<file path="src/rtl/sprite_draw_sequencer_pkg.sv">
// Shared definitions for the sprite draw sequencer: FSM state encoding,
// pixel field widths and the slot-index width helper.
package sprite_draw_sequencer_pkg;

    localparam logic [2:0] ST_IDLE       = 3'd0;
    localparam logic [2:0] ST_ERASE_REQ  = 3'd1;
    localparam logic [2:0] ST_ERASE_WAIT = 3'd2;
    localparam logic [2:0] ST_DRAW_REQ   = 3'd3;
    localparam logic [2:0] ST_DRAW_WAIT  = 3'd4;
    localparam logic [2:0] ST_ADVANCE    = 3'd5;
    localparam logic [2:0] ST_DONE       = 3'd6;

    localparam int X_W = 9;
    localparam int Y_W = 8;
    localparam int C_W = 3;

    // A single-slot build still needs a 1-bit index.
    function automatic int slot_w(input int n);
        return (n <= 1) ? 1 : $clog2(n);
    endfunction

endpackage

</file>
<file path="src/rtl/sprite_draw_sequencer_pixel_mux.sv">
// sprite_pixel_mux: registers the selected slot's pixel onto the VGA stream
// while that slot holds a request; plot is forced low otherwise.
module sprite_pixel_mux
    import sprite_draw_sequencer_pkg::*;
#(
    parameter int NUM_SPRITES = 4,
    parameter int SW          = 2
) (
    input  logic                         clk,
    input  logic                         reset,
    input  logic                         active,
    input  logic [SW-1:0]                sel,
    input  logic [X_W*NUM_SPRITES-1:0]   spr_x,
    input  logic [Y_W*NUM_SPRITES-1:0]   spr_y,
    input  logic [C_W*NUM_SPRITES-1:0]   spr_colour,
    input  logic [NUM_SPRITES-1:0]       spr_plot,
    output logic [X_W-1:0]               vga_x,
    output logic [Y_W-1:0]               vga_y,
    output logic [C_W-1:0]               vga_colour,
    output logic                         vga_plot
);

    logic [X_W-1:0] x_sel;
    logic [Y_W-1:0] y_sel;
    logic [C_W-1:0] c_sel;
    logic           p_sel;

    always_comb begin
        x_sel = '0;
        y_sel = '0;
        c_sel = '0;
        p_sel = 1'b0;
        for (int i = 0; i < NUM_SPRITES; i++) begin
            if (sel == SW'(i)) begin
                x_sel = spr_x[i*X_W +: X_W];
                y_sel = spr_y[i*Y_W +: Y_W];
                c_sel = spr_colour[i*C_W +: C_W];
                p_sel = spr_plot[i];
            end
        end
    end

    // Coordinates hold their last value between requests; only plot is gated.
    always_ff @(posedge clk or posedge reset) begin
        if (reset) begin
            vga_x      <= '0;
            vga_y      <= '0;
            vga_colour <= '0;
            vga_plot   <= 1'b0;
        end else if (active) begin
            vga_x      <= x_sel;
            vga_y      <= y_sel;
            vga_colour <= c_sel;
            vga_plot   <= p_sel;
        end else begin
            vga_plot   <= 1'b0;
        end
    end

endmodule

</file>
<file path="src/rtl/sprite_draw_sequencer.sv">
// sprite_draw_sequencer: per frame, erases then draws every enabled sprite slot
// in order, one engine request at a time. Define SEQ_TIMEOUT_EN for the watchdog.
module sprite_draw_sequencer
    import sprite_draw_sequencer_pkg::*;
#(
    parameter int NUM_SPRITES    = 4,
    parameter int TIMEOUT_CYCLES = 1023
) (
    input  logic                         clk,
    input  logic                         reset,
    input  logic                         frame_tick,
    input  logic [NUM_SPRITES-1:0]       sprite_en,
    output logic [NUM_SPRITES-1:0]       erase_req,
    output logic [NUM_SPRITES-1:0]       draw_req,
    input  logic [NUM_SPRITES-1:0]       erase_done,
    input  logic [NUM_SPRITES-1:0]       draw_done,
    input  logic [X_W*NUM_SPRITES-1:0]   spr_x,
    input  logic [Y_W*NUM_SPRITES-1:0]   spr_y,
    input  logic [C_W*NUM_SPRITES-1:0]   spr_colour,
    input  logic [NUM_SPRITES-1:0]       spr_plot,
    output logic [X_W-1:0]               vga_x,
    output logic [Y_W-1:0]               vga_y,
    output logic [C_W-1:0]               vga_colour,
    output logic                         vga_plot,
`ifdef SEQ_TIMEOUT_EN
    output logic                         timeout_err,
`endif
    output logic                         busy,
    output logic                         frame_done,
    output logic                         overrun
);

    localparam int SW = slot_w(NUM_SPRITES);

    logic [2:0]             state, state_nxt;
    logic [SW-1:0]          slot, slot_nxt;
    logic                   phase_draw, phase_draw_nxt;
    logic [NUM_SPRITES-1:0] en_q, sel_oh, next_oh;
    logic                   cur_en, cur_done, last_slot, in_slot, expired;

    assign sel_oh    = NUM_SPRITES'(1) << slot;
    assign next_oh   = sel_oh << 1;
    assign cur_en    = |(en_q & sel_oh);
    assign cur_done  = phase_draw ? |(draw_done & sel_oh) : |(erase_done & sel_oh);
    assign last_slot = (slot == SW'(NUM_SPRITES - 1));
    assign in_slot   = (state == ST_ERASE_REQ) || (state == ST_ERASE_WAIT) ||
                       (state == ST_DRAW_REQ)  || (state == ST_DRAW_WAIT);

    assign erase_req  = (in_slot && !phase_draw && cur_en) ? sel_oh : '0;
    assign draw_req   = (in_slot &&  phase_draw && cur_en) ? sel_oh : '0;
    assign busy       = (state != ST_IDLE);
    assign frame_done = (state == ST_DONE);

`ifdef SEQ_TIMEOUT_EN
    localparam int TW = $clog2(TIMEOUT_CYCLES + 1);
    logic [TW-1:0] wait_cnt;

    // Counter is 0 in the *_REQ cycle, so req stays high exactly TIMEOUT_CYCLES cycles.
    assign expired = (wait_cnt == TW'(TIMEOUT_CYCLES - 1));

    always_ff @(posedge clk or posedge reset) begin
        if (reset) begin
            wait_cnt    <= '0;
            timeout_err <= 1'b0;
        end else begin
            wait_cnt <= ((state_nxt == ST_ERASE_WAIT) || (state_nxt == ST_DRAW_WAIT)) ?
                        wait_cnt + 1'b1 : '0;
            if (in_slot && cur_en && !cur_done && expired)
                timeout_err <= 1'b1;
        end
    end
`else
    assign expired = 1'b0;
`endif

    // ADVANCE retires the current slot and picks the next one; disabled slots
    // cost exactly one ADVANCE cycle each.
    always_comb begin
        state_nxt      = state;
        slot_nxt       = slot;
        phase_draw_nxt = phase_draw;
        case (state)
            ST_IDLE: begin
                if (frame_tick) begin
                    state_nxt      = ST_ERASE_REQ;
                    slot_nxt       = '0;
                    phase_draw_nxt = 1'b0;
                end
            end
            ST_ERASE_REQ, ST_ERASE_WAIT, ST_DRAW_REQ, ST_DRAW_WAIT: begin
                if (!cur_en || cur_done || expired)
                    state_nxt = ST_ADVANCE;
                else if (state == ST_ERASE_REQ)
                    state_nxt = ST_ERASE_WAIT;
                else if (state == ST_DRAW_REQ)
                    state_nxt = ST_DRAW_WAIT;
            end
            ST_ADVANCE: begin
                if (!last_slot) begin
                    slot_nxt  = slot + 1'b1;
                    state_nxt = !(|(en_q & next_oh)) ? ST_ADVANCE :
                                phase_draw ? ST_DRAW_REQ : ST_ERASE_REQ;
                end else if (!phase_draw) begin
                    slot_nxt       = '0;
                    phase_draw_nxt = 1'b1;
                    state_nxt      = en_q[0] ? ST_DRAW_REQ : ST_ADVANCE;
                end else begin
                    state_nxt = ST_DONE;
                end
            end
            default: state_nxt = ST_IDLE;
        endcase
    end

    always_ff @(posedge clk or posedge reset) begin
        if (reset) begin
            state      <= ST_IDLE;
            slot       <= '0;
            phase_draw <= 1'b0;
            en_q       <= '0;
            overrun    <= 1'b0;
        end else begin
            state      <= state_nxt;
            slot       <= slot_nxt;
            phase_draw <= phase_draw_nxt;
            if ((state == ST_IDLE) && frame_tick)
                en_q <= sprite_en;
            // A tick in any non-idle state, DONE included, is dropped.
            if (frame_tick && (state != ST_IDLE))
                overrun <= 1'b1;
        end
    end

    sprite_pixel_mux #(
        .NUM_SPRITES(NUM_SPRITES),
        .SW         (SW)
    ) u_pixel_mux (
        .clk       (clk),
        .reset     (reset),
        .active    ((|erase_req) || (|draw_req)),
        .sel       (slot),
        .spr_x     (spr_x),
        .spr_y     (spr_y),
        .spr_colour(spr_colour),
        .spr_plot  (spr_plot),
        .vga_x     (vga_x),
        .vga_y     (vga_y),
        .vga_colour(vga_colour),
        .vga_plot  (vga_plot)
    );

endmodule
</file>
<file path="config.mk">
export PLATFORM = sky130hd
export DESIGN_NAME = sprite_draw_sequencer
export DESIGN_NICKNAME = d
export VERILOG_FILES = /design/src/rtl/sprite_draw_sequencer_pkg.sv /design/src/rtl/sprite_draw_sequencer_pixel_mux.sv /design/src/rtl/sprite_draw_sequencer.sv
export SDC_FILE = /design/constraint.sdc
export NUM_CORES = 1
export LEC_CHECK = 0
export ABC_AREA = 1
export BUFFER_PORTS_ARGS = -buffer_cell sky130_fd_sc_hd__clkbuf_2
export CORE_MARGIN = 3
export CORE_UTILIZATION = 45
export DETAILED_ROUTE_END_ITERATION = 12
export PLACE_DENSITY = 0.86
export REMOVE_ABC_BUFFERS = 1
export SYNTH_ARGS = -nofsm -noshare
export SYNTH_HDL_FRONTEND = slang
export SYNTH_SLANG_ARGS = --single-unit
</file>
<file path="constraint.sdc">
create_clock -name clk -period 1.9 [get_ports clk]
set_input_delay 0.095 -clock clk [delete_from_list [all_inputs] [get_ports clk]]
set_output_delay 0.095 -clock clk [all_outputs]
set_load 0.05 [all_outputs]
</file>
=== After elaboration in Yosys (flattened, before gate mapping) ===
Index checks and enable logic that the tools add are counted.

* Shift operators: 1
* Bitwise gates (word level): 4
* Eq/ne operators: 13
* Reduce and logical (&&, ||, !) cells: 27
* Muxes and demuxes: 37
* Add/subtract/negate cells: 1

{| class="wikitable"
|+ Operators by type and width
! operator !! count
|-
| 2-to-1 mux 3 bit || 12
|-
| 2-to-1 mux 9 bit || 4
|-
| 2-to-1 mux 8 bit || 4
|-
| OR reduction 4 bit || 7
|-
| bitwise AND 4 bit || 4
|-
| == test 3 bit, second input constant || 3
|-
| one-hot mux 3 bit (3 select lines) || 1
|-
| 2-to-1 mux 1 bit || 8
|-
| 2-to-1 mux 2 bit || 4
|-
| 2-to-1 mux 4 bit || 2
|-
| == test 3 x 2 -> 1 bit, second input constant || 2
|-
| logical AND 1 bit || 6
|-
| AND reduction 3 bit || 2
|-
| logical OR 1 bit || 5
|-
| == test 2 bit, second input constant || 2
|-
| != test 2 bit, second input constant || 2
|-
| != test 4 bit, second input constant || 1
|-
| one-hot mux 2 bit (2 select lines) || 1
|-
| left shift 1 x 2 -> 4 bit, first input constant || 1
|-
| == test 3 x 1 -> 1 bit, second input constant || 1
|-
| logical NOT 3 bit || 1
|-
| != test 3 bit, second input constant || 1
|-
| nonzero test 3 bit || 1
|-
| adder 2 x 1 -> 2 bit, second input constant || 1
|-
| 6 further kinds || 7
|}

* Flip-flop bits (word level): 32

=== Longest topological paths before layout ===
Gate-level depths: netlist of the first run.

* Depth in word-level cells: 10
* Mapped depth: 14
* Gate-level depth less buffers: 13

=== Modules after synthesis ===
A second synthesis of the first run with hierarchy kept.

* Cell total of the unflattened synthesis: 347
* Area, all modules: 2250.9 µm²

{| class="wikitable"
|+ Modules (own cells, without submodules)
! module !! cells an instance !! seq. area each (µm²) !! instances !! area an instance (µm²)
|-
| sprite_pixel_mux || 232 || 525.5 || 1 || 1465.2
|-
| sprite_draw_sequencer || 115 || 275.3 || 1 || 785.8
|}

=== Least setup slack after synthesis of the first run ===
Ideal clock, no wire load.

* Path type: reg2out
* From: register slot[0]
* To: output erase_req[0]
* Arrival time: 1813 ps
* Cell stages (with the launch flop): 10
* Setup slack: -8 ps
* Cells stage by stage: dfrtp_1 inv_1 ha_1 buf_2 nand2_1 nand2_1 inv_1 nand2_2 nand3_4 nor2_1

* Word-level cells in the longest chain between the ends: 5

{| class="wikitable"
|+ RTL lines
! element !! RTL line !! text
|-
| start: declaration || sprite_draw_sequencer.sv:36 || <nowiki>logic [SW-1:0] slot, slot_nxt;</nowiki>
|-
| start signal: assignment || sprite_draw_sequencer.sv:124 || <nowiki>slot <= slot_nxt;</nowiki>
|-
| left shift 1 x 2 -> 4 bit (*) || sprite_draw_sequencer.sv:41 || <nowiki>assign sel_oh = NUM_SPRITES'(1) << slot;</nowiki>
|-
| bitwise AND 4 bit || sprite_draw_sequencer.sv:43 || <nowiki>assign cur_en = |(en_q & sel_oh);</nowiki>
|-
| OR reduction 4 bit || sprite_draw_sequencer.sv:43 ||
|-
| logical AND 1 bit || sprite_draw_sequencer.sv:49 || <nowiki>assign erase_req = (in_slot && !phase_draw && cur_en) ? sel_oh : '0;</nowiki>
|-
| 2-to-1 mux 4 bit (*) || sprite_draw_sequencer.sv:49 ||
|-
| end: declaration || sprite_draw_sequencer.sv:13 || <nowiki>output logic [NUM_SPRITES-1:0] erase_req,</nowiki>
|}

Every way passes the cells marked *; elsewhere a longest branch is shown, timed or not.

=== Worst setup path after layout of the first run ===
* From: register slot[0]
* To: output erase_req[3]

Same word-level chain as after synthesis.

==> results of run 1 <==
layout make-up:
cell class                 instances  area share (%)
inverter                          20            2.68
clock inverter                     2            1.03
timing repair buffer             150            26.6
multi-input combinational        252            41.5
tap                               67            2.46
sequential                        32            23.5
clock buffer                       6            2.13
synthesized netlist by cell type (3+ instances only):
| cell type | n | area, sq um |
|---|---|---|
| nand2_1 | 134 | 503 |
| dfrtp_1 | 32 | 801 |
| o21ai_0 | 28 | 140 |
| a21oi_1 | 27 | 135 |
| nor2_1 | 18 | 67.6 |
| inv_1 | 15 | 56.3 |
| o211ai_2 | 12 | 150 |
| o211ai_1 | 8 | 60.1 |
| buf_2 | 6 | 30.0 |
| clkbuf_1 | 6 | 22.5 |
| ha_1 | 4 | 50.1 |
| inv_2 | 3 | 11.3 |
| nand3_1 | 3 | 15.0 |
where the power goes:
group / total, uW / leakage [uW] / internal [uW] / switching, uW
Clock: 643 / 0.0000552 / 389 / 254
Combinational: 4970 / 0.00146 / 1660 / 3310
Sequential: 1220 / 0.000397 / 998 / 218
Total: 6830 / 0.00191 / 3050 / 3780
worst max-delay path, delay by kind of cell (launching register included):
kind                     cells  cell delay [ps]
AND/OR/NAND/NOR              5              590
flip-flops                   1              450
adder cells (fa/ha/maj)      1              170
buffers and inverters        3              290
kinds of logic (layout without fill, tap and decap cells):
logic type	count (synthesis)	in the layout	share of synthesized area, %
AO/OA/AOI/OAI	82	82	23.3
adder cells (fa/ha/maj)	4	4	2.17
buffers and inverters	39	178	9.01
flip-flops	32	32	34.7
multiplexers	2	2	0.977
AND/OR/NAND/NOR	164	164	29.8
flip-flops by register name, indices dropped and copies added, names as in the netlist:
| name | cells |
|---|---|
| u_pixel_mux.vga_plot | 1 |
| overrun | 1 |
| slot | 2 |
| en_q | 4 |
| u_pixel_mux.vga_y | 8 |
| u_pixel_mux.vga_x | 9 |
| state | 3 |
| u_pixel_mux.vga_colour | 3 |
| phase_draw | 1 |
per-layer routing:
metal	global-route usage (%)	share of wire [%]	vias up
met5	0	0	-
met2	42.9	51	102
met3	4.41	4.9	22
li1	-	-	1333
met1	31.3	41	1298
met4	10.1	3.3	0
per-stage QoR:
step | utilization (%) | cells | power (uW) | area [sq um]
after global routing | 70.2 | 529 | 7380 | 3410
final | 70.2 | 529 | 6830 | 3410
after global placement | 62.4 | 513 | 5450 | 3030
after floorplan | - | 304 | 4340 | 2180
after detailed placement | 62.4 | 513 | 5610 | 3030
after CTS | 67.6 | 525 | 6460 | 3280
how the worst max path moves through the flow:
stage	start	to	slack, ps	cells after the start
CTS	slot[0]$_DFFE_PP0P_	draw_req[2]	2	9
floorplan	slot[0]$_DFFE_PP0P_	erase_req[0]	-350	8
detailed placement	slot[0]$_DFFE_PP0P_	u_pixel_mux.vga_y[6]$_DFFE_PP0P_	40	8
global route	slot[1]$_DFFE_PP0P_	erase_req[3]	-50	9
finish	slot[0]$_DFFE_PP0P_	erase_req[3]	8	9
global placement	slot[0]$_DFFE_PP0P_	state[2]$_DFFE_PP0P_	140	13
placed cells by master, fill, tap and decap left out, types with 9 or more instances in the layout:
master	count
clkbuf_8	9
inv_1	9
buf_4	16
o211ai_2	12
clkbuf_2	122
dfrtp_1	31
a21oi_1	27
nor2_1	10
o21ai_0	28
nand2_1	131
what timing repair did:
item	CTS	global route
hold buffers	1	0
endpoints found under the setup margin	8	25
cloned	0	0
pin swaps	0	7
endpoints found under the hold margin	32	0
setup buffers	3	4
resized for setup	27	29
==> impl_metrics.py, run 1 <==
metrics = {
    "synthesis": {
        "yosysWarnings": 0,
        "syn_area_per_cell_sq_um": 7.14,
        "synth_ff_type": "dfrtp_1",
        "syn_inst": 323,
        "synth-edff-count": 0,
        "ys_types": 35,
        "synth-seq-cells": 32,
        "synth_area_sq_um": 2310,
        "ys_seq_area_share_pct": 34.7,
        "async_flop_share_pct": 100,
    },
    "place": {
        "place.gp.congestion": 0.914,
        "dpl.hpwl_um": 5630,
        "post-place-ws_ps": 39.9,
        "io_buffers": 130,
    },
    "drt": {
        "vias": 2755,
        "final_antenna_net_count": 0,
        "drt-pass1-iter-count": 5,
        "drt_wl_total_um": 7810,
        "drc": 0,
        "initialDrtViolationCount": 108,
        "wire_per_inst_um": 14.8,
        "drt-vias-per-instance": 5.21,
    },
    "worst_setup_path": {
        "cp.required_ps": 1800,
        "cp-start-kind": "flop",
        "timing.rr.start": "slot[0]$_DFFE_PP0P_",
        "end_kind": "output port",
        "crit_path_top_delay_cell": "dfrtp_2",
        "criticalPathCategory": "reg2out",
        "slowest_delay_ps": 450,
        "cpMostUsedCell": "nand2_2",
        "rr_endpoint": "u_pixel_mux.vga_plot$_DFF_PP0_",
        "worstPathArrival_ps": 1800,
        "reg2regPathDepth": 7,
        "crit_path_max_fanout": 5,
        "path_cells": "inv_4, ha_4, nand2_2, nand2_2, inv_2, nand2_4, nand3_4, nor2_4, buf_8",
        "reg2reg_slack_ps": 100,
    },
    "floorplanning": {
        "num_rows": 25,
        "core-area_sq_um": 4850,
        "start_util_pct": 47.6,
        "die_x_um": 77.6,
        "boundaryPins": 131,
        "die_h_um": 77.6,
        "die_area_sq_um": 6020,
    },
    "sta": {
        "min_period_ps": 1890,
        "worst_pin_slew_ps": 408,
        "holdWs_ps": 40.5,
        "hold_violations": 0,
        "slew_violations": 0,
        "finClkSkew_ps": 8.68,
        "max_freq_ghz": 0.529,
        "setup_ws_ps": 8.12,
        "slew_headroom_pct": 72.8,
        "period_share_pct": 99.6,
        "final.setup.tns_ps": 0,
        "rsz0062_at_grt": "true",
        "finalSetupViolations": 0,
    },
    "pwr": {
        "ir_drop_uv": 1190,
        "p_leak_uw": 0.00191,
        "powerDensity_nw_per_um2": 2000,
    },
    "clock_tree": {
        "cts_tree": "yes",
        "clkLatencyLatePin_ps": 280,
        "htree_levels": 2,
        "clk_pin_slew_worst_paths_ps": 70,
        "clockBufferDepth": 2,
        "cts.sinks": 32,
        "root_buffer": "clkbuf_8",
        "cts_buffers": 5,
    },
    "finish": {
        "antenna_cells": 0,
        "drive_gt1_share_pct": 44.6,
        "seqCellArea_sq_um": 802,
        "multi_input_area_sq_um": 1410,
        "nets": 564,
        "fillers": 375,
        "area_growth_pct": 47.7,
    },
    "grt": {
        "grt.total_usage_pct": 25.2,
        "gr-total-overflow": 0,
        "grt_max_degree": 42,
        "grt_antenna_before_repair": 0,
        "grt_pass1_wl_um": 12100,
        "grt_pass1_vias": 2603,
    },
    "job": {
        "cap_violations": 0,
    },
    "min_path": {
        "worst_hold_path.endpoint": "u_pixel_mux.vga_x[1]$_DFFE_PP0P_",
        "holdCritStartpoint": "spr_x[28]",
        "worstHoldPathType": "in2reg",
        "min_path_cells": 3,
    },
    "run_status": {
        "status": "finished clean",
    },
}
Note: power is estimated with default switching activity, not from simulation.
==> run 2, diff against run 1 <==
--- a/config.mk
+++ b/config.mk
@@ -6,11 +6,13 @@
 export NUM_CORES = 1
 export LEC_CHECK = 0
 export ABC_AREA = 1
-export BUFFER_PORTS_ARGS = -buffer_cell sky130_fd_sc_hd__clkbuf_2
 export CORE_MARGIN = 3
-export CORE_UTILIZATION = 45
+export CORE_UTILIZATION = 50
+export CTS_CLUSTER_DIAMETER = 40
 export DETAILED_ROUTE_END_ITERATION = 12
-export PLACE_DENSITY = 0.86
+export DONT_BUFFER_PORTS = 1
+export GPL_TIMING_DRIVEN = 0
+export PLACE_DENSITY = 0.69
 export REMOVE_ABC_BUFFERS = 1
 export SYNTH_ARGS = -nofsm -noshare
 export SYNTH_HDL_FRONTEND = slang
==> impl_metrics.py, run 2 (synthesis gave the netlist of run 1 again) <==
metrics = {
    "worst_setup_path": {
        "cp-start-kind": "flop",
        "startpoint": "slot[1]$_DFFE_PP0P_",
        "crit_buf_inv": 2,
        "timing.rr.start": "slot[0]$_DFFE_PP0P_",
        "crit_family": "simple AND/OR/NAND/NOR gates",
        "path_cells": "inv_4, ha_4, nand2_1, nand2_2, inv_2, nand2_4, nand3_4, nor2_4",
        "worstPathArrival_ps": 1840,
        "cp.required_ps": 1800,
        "crit_path_max_fanout": 6,
        "crit_path_top_delay_cell": "dfrtp_2",
        "end_kind": "output port",
        "slowest_delay_ps": 470,
        "criticalPathCategory": "reg2out",
    },
    "floorplanning": {
        "start_util_pct": 52.2,
        "boundaryPins": 131,
        "die_area_sq_um": 5460,
        "die_x_um": 73.9,
        "die_h_um": 73.9,
        "num_rows": 24,
        "core-area_sq_um": 4410,
    },
    "pwr": {
        "ir_drop_uv": 1110,
        "p_leak_uw": 0.00149,
        "powerDensity_nw_per_um2": 2190,
        "fin_total_pwr_uw": 6670,
    },
    "sta": {
        "hold_violations": 0,
        "rsz0062_at_grt": "true",
        "slew_headroom_pct": 41.0,
        "min_period_ps": 1940,
        "worst_pin_slew_ps": 881,
        "finClkSkew_ps": 2.55,
        "period_share_pct": 102,
        "finalSetupViolations": 8,
        "slew_violations": 0,
        "holdWs_ps": 3.02,
        "max_freq_ghz": 0.516,
        "setup_ws_ps": -38.8,
    },
    "finish": {
        "reg_top3": "u_pixel_mux.vga_x (9), u_pixel_mux.vga_y (8), en_q (4)",
        "final_util_pct": 69.0,
        "area_growth_pct": 32.1,
        "drive_gt1_share_pct": 25.7,
        "top_register": "u_pixel_mux.vga_x",
        "final_common_cell": "nand2_1",
        "nets": 469,
        "antenna_cells": 0,
        "largest_reg_flops": 9,
        "fillers": 382,
        "most-common-layout-cells": "128 x nand2_1, 30 x dfrtp_1, 27 x a21oi_1",
    },
    "clock_tree": {
        "htree_levels": 2,
        "clk_pin_slew_worst_paths_ps": 70,
        "cts_tree": "yes",
        "cts.sinks": 32,
        "clockBufferDepth": 2,
        "cts_buffers": 5,
        "clkLatencyLatePin_ps": 280,
        "root_buffer": "clkbuf_8",
    },
    "drt": {
        "drc": 0,
        "drt_wl_total_um": 7250,
        "drt-vias-per-instance": 5.61,
        "initialDrtViolationCount": 123,
        "final_antenna_net_count": 0,
        "drt-pass1-iter-count": 4,
        "wire_per_inst_um": 17.3,
        "vias": 2347,
    },
    "grt": {
        "grt_pass1_wl_um": 10300,
        "grt_pass1_vias": 2094,
        "gr-total-overflow": 0,
        "grt_max_degree": 33,
        "grt_antenna_before_repair": 0,
        "grt.total_usage_pct": 25.1,
    },
    "min_path": {
        "worstHoldPathType": "in2reg",
        "holdCritStartpoint": "frame_tick",
    },
    "place": {
        "dpl.hpwl_um": 4350,
        "post-place-ws_ps": -951,
        "place.gp.congestion": 0.824,
        "io_buffers": 0,
    },
    "job": {
        "cap_violations": 0,
    },
    "run_status": {
        "status": "finished with violations",
        "failed_checks": "setup timing",
    },
}
-- run 2: changes by cell type in the layout (fill, tap and decap cells not counted), sizes merged --
cell / previous run / this run
nand2: 137 / 138
dlygate4sd3: 1 / 26
clkinvlp: 2 / 4
clkbuf: 132 / 6
nor2: 19 / 20
buf: 23 / 25
clkinv: 2 / 3
inv: 17 / 16
bufinv: 1 / 0
-- run 2: final cells by class --
class | instances | area, sq um | area share, %
Clock buffer | 6 | 72.6 | 2.38
Clock inverter | 1 | 5.00 | 0.164
Inverter | 20 | 96.3 | 3.16
Multi-Input combinational cell | 254 | 1480 | 48.7
Sequential cell | 32 | 803 | 26.4
Tap cell | 52 | 65.1 | 2.14
Timing Repair Buffer | 51 | 509 | 16.7
Timing Repair inverter | 2 | 12.5 | 0.411
-- run 2: repair_timing --
item / in CTS / in global routing
setup buffers: 8 / 15
hold buffers: 25 / 1
pin swaps: 4 / 16
gates resized for setup: 35 / 20
setup endpoints to repair: 32 / 32
cloned: 2 / 2
endpoints found under the hold margin: 25 / 32
-- run 2: worst register-to-register path: stages, from the launching register on --
cell and delay [ps]:
dfrtp_2 450, buf_4 160, ha_4 160, buf_4 210
nand2_1 90, nand2_1 60, nor2_2 160, nand3_2 110
nand2_2 100, nand2_2 60, nand2_1 50, nand2_1 50
nand2_1 50, nand2_1 50
-- run 2: final timing paths --
check	endpoint	slack, ps	cells past startpoint
min in group asynchronous	en_q[1]$_DFFE_PP0P_	170	2
min reg2reg	en_q[3]$_DFFE_PP0P_	540	2
min	state[2]$_DFFE_PP0P_	3	3
max reg2reg	state[2]$_DFFE_PP0P_	30	13
max in group asynchronous	slot[1]$_DFFE_PP0P_	1310	3
max	erase_req[1]	-40	8
-- run 2: metrics by stage --
| stage | instances | setup TNS (ps) | instance area (sq um) |
|---|---|---|---|
| after detailed placement | 357 | -25070 | 2270 |
| final | 418 | -197 | 3050 |
| after global routing | 418 | -868 | 3050 |
| after CTS | 399 | -151 | 2810 |
| after floorplan | 304 | -8590 | 2180 |
| after global placement | 356 | -30280 | 2240 |
-- run 2: report_power, final --
group | internal, uW | switching (uW) | total [uW]
sequential | 987 | 931 | 1920
clock | 249 | 250 | 499
combinational | 1620 | 2630 | 4260
-- run 2: layer usage --
layer / share of wire [%] / vias up / global-route usage, % / routed length, um
met1: 42 / 1095 / 32.2 / 3070
met2: 50 / 101 / 42.9 / 3620
met4: 0.59 / 0 / 4.83 / 43
met5: 0 / - / 0 / 0
met3: 7.2 / 5 / 6.43 / 521
li1: - / 1146 / - / -
==> run 3, diff against run 2 <==
--- a/config.mk
+++ b/config.mk
@@ -6,6 +6,7 @@
 export NUM_CORES = 1
 export LEC_CHECK = 0
 export ABC_AREA = 1
+export CORE_ASPECT_RATIO = 2
 export CORE_MARGIN = 3
 export CORE_UTILIZATION = 50
 export CTS_CLUSTER_DIAMETER = 40
==> impl_metrics.py, run 3 (synthesis gave the netlist of run 1 again) <==
metrics = {
    "run_status": {
        "status": "finished with violations",
        "failed_checks": "setup timing",
    },
    "finish": {
        "final_util_pct": 67.4,
        "area_growth_pct": 28.1,
        "drive_gt1_share_pct": 23.6,
        "largest_reg_flops": 9,
        "final_common_cell": "nand2_1",
        "nets": 458,
        "top_register": "u_pixel_mux.vga_x",
        "reg_top3": "u_pixel_mux.vga_x (9), u_pixel_mux.vga_y (8), en_q (4)",
        "most-common-layout-cells": "128 x nand2_1, 30 x dfrtp_1, 28 x o21ai_0",
        "fillers": 363,
        "final_cell_area_sq_um": 2950,
        "antenna_cells": 0,
    },
    "sta": {
        "slew_headroom_pct": 19.9,
        "finClkSkew_ps": 4.27,
        "holdWs_ps": 23.6,
        "hold_violations": 0,
        "setup_ws_ps": -37.4,
        "worst_pin_slew_ps": 1200,
        "rsz0062_at_grt": "true",
        "slew_violations": 0,
        "min_period_ps": 1940,
        "finalSetupViolations": 6,
        "final.setup.tns_ps": -121,
        "period_share_pct": 102,
        "max_freq_ghz": 0.516,
    },
    "clock_tree": {
        "clkLatencyLatePin_ps": 280,
        "clockBufferDepth": 2,
        "cts_buffers": 5,
        "root_buffer": "clkbuf_8",
        "htree_levels": 2,
        "cts_tree": "yes",
        "cts.sinks": 32,
        "clk_pin_slew_worst_paths_ps": 60,
    },
    "place": {
        "postPlaceCellArea_sq_um": 2240,
        "io_buffers": 0,
        "place.gp.congestion": 0.892,
        "dpl.hpwl_um": 4460,
    },
    "floorplanning": {
        "core-area_sq_um": 4380,
        "die_area_sq_um": 5510,
        "die_x_um": 54.0,
        "num_rows": 34,
        "die_h_um": 102,
        "boundaryPins": 131,
        "start_util_pct": 52.6,
    },
    "grt": {
        "gr-total-overflow": 0,
        "grt_pass1_wl_um": 10300,
        "grt_antenna_before_repair": 0,
        "grt.total_usage_pct": 26.1,
        "grt_pass1_vias": 2116,
        "grt_max_degree": 48,
    },
    "job": {
        "cap_violations": 0,
    },
    "pwr": {
        "ir_drop_uv": 1700,
        "powerDensity_nw_per_um2": 2220,
        "p_leak_uw": 0.00144,
    },
    "drt": {
        "initialDrtViolationCount": 79,
        "vias": 2354,
        "drt-pass1-iter-count": 4,
        "drt_wl_total_um": 7190,
        "drc": 0,
        "drt-vias-per-instance": 5.74,
        "final_antenna_net_count": 0,
        "wire_per_inst_um": 17.5,
    },
    "worst_setup_path": {
        "cp.required_ps": 1800,
        "worstPathArrival_ps": 1840,
        "cp-start-kind": "flop",
        "reg2reg_slack_ps": 60,
        "criticalPathCategory": "reg2out",
        "crit_path_max_fanout": 5,
        "end_kind": "output port",
    },
    "min_path": {
        "worstHoldPathType": "in2async",
    },
}
[run 3: changes by cell type in the layout (fill, tap and decap cells not counted), moves of 2 or more]
cell,before,now
nand3_1,1,3
buf_8,0,2
nand3_2,3,1
buf_4,20,12
o21ai_0,25,28
a21oi_1,27,25
o21ai_1,3,1
a21oi_2,0,2
[run 3: final cells by class]
type	count	area (sq um)	area share, %
Clock buffer	6	82.6	2.80
Clock inverter	2	10.0	0.339
Inverter	20	97.6	3.31
Multi-Input combinational cell	253	1460	49.5
Sequential cell	32	803	27.2
Tap cell	54	67.6	2.29
Timing Repair Buffer	42	422	14.3
Timing Repair inverter	1	7.51	0.254
[run 3: metrics by stage]
stage | std cells | setup WS (ps) | power (uW)
2_1_floorplan | 304 | -350 | 4340
3_3_place_gp | 358 | -1040 | 4940
3_5_place_dp | 358 | -1150 | 5040
4_1_cts | 404 | -14.4 | 6220
5_1_grt | 410 | -106 | 7070
6_report | 410 | -37.4 | 6550
[run 3: path summary, 6_finish.rpt]
| kind | startpoint | end | depth (start not counted) |
|---|---|---|---|
| setup / recovery | slot[0]$_DFFE_PP0P_ | draw_req[0] | 8 |
| hold / removal | reset | en_q[2]$_DFFE_PP0P_ | 1 |
| setup reg to reg | slot[0]$_DFFE_PP0P_ | u_pixel_mux.vga_x[6]$_DFFE_PP0P_ | 11 |
| hold reg to reg | en_q[1]$_DFFE_PP0P_ | en_q[1]$_DFFE_PP0P_ | 1 |
| max in group asynchronous | reset | slot[1]$_DFFE_PP0P_ | 1 |
| min in group clk | spr_plot[3] | u_pixel_mux.vga_plot$_DFF_PP0_ | 2 |
[run 3: what timing repair did]
item | 4_1_cts | 5_1_grt
pin swaps | 5 | 14
resized for setup | 37 | 19
endpoints found under the hold margin | 25 | 0
hold buffers | 25 | 0
setup buffers | 11 | 6
gates cloned | 2 | 0
setup endpoints to repair | 32 | 32
[run 3: critical path, stage by stage, from the launching register on]
cell and delay [ps]:
dfrtp_2 470, inv_4 100, ha_4 160, nand2_2 60, nand2_2 80, inv_2 40, nand2_4 80, nand3_4 190
nor2_4 370
[run 3: report_power, final]
group          switching (uW)  leakage (uW)  internal [uW]
Combinational            2600      0.000996           1480
Sequential                941      0.000396            987
Clock                     248     0.0000510            289
[run 3: per-layer routing]
layer / up-vias / wire length (um) / global-route usage [%]
met3: 22 / 468 / 5.84
met1: 1102 / 2520 / 27.9
met5: - / 0 / 0
li1: 1123 / - / -
met2: 107 / 3940 / 46.5
met4: 0 / 261 / 11.9
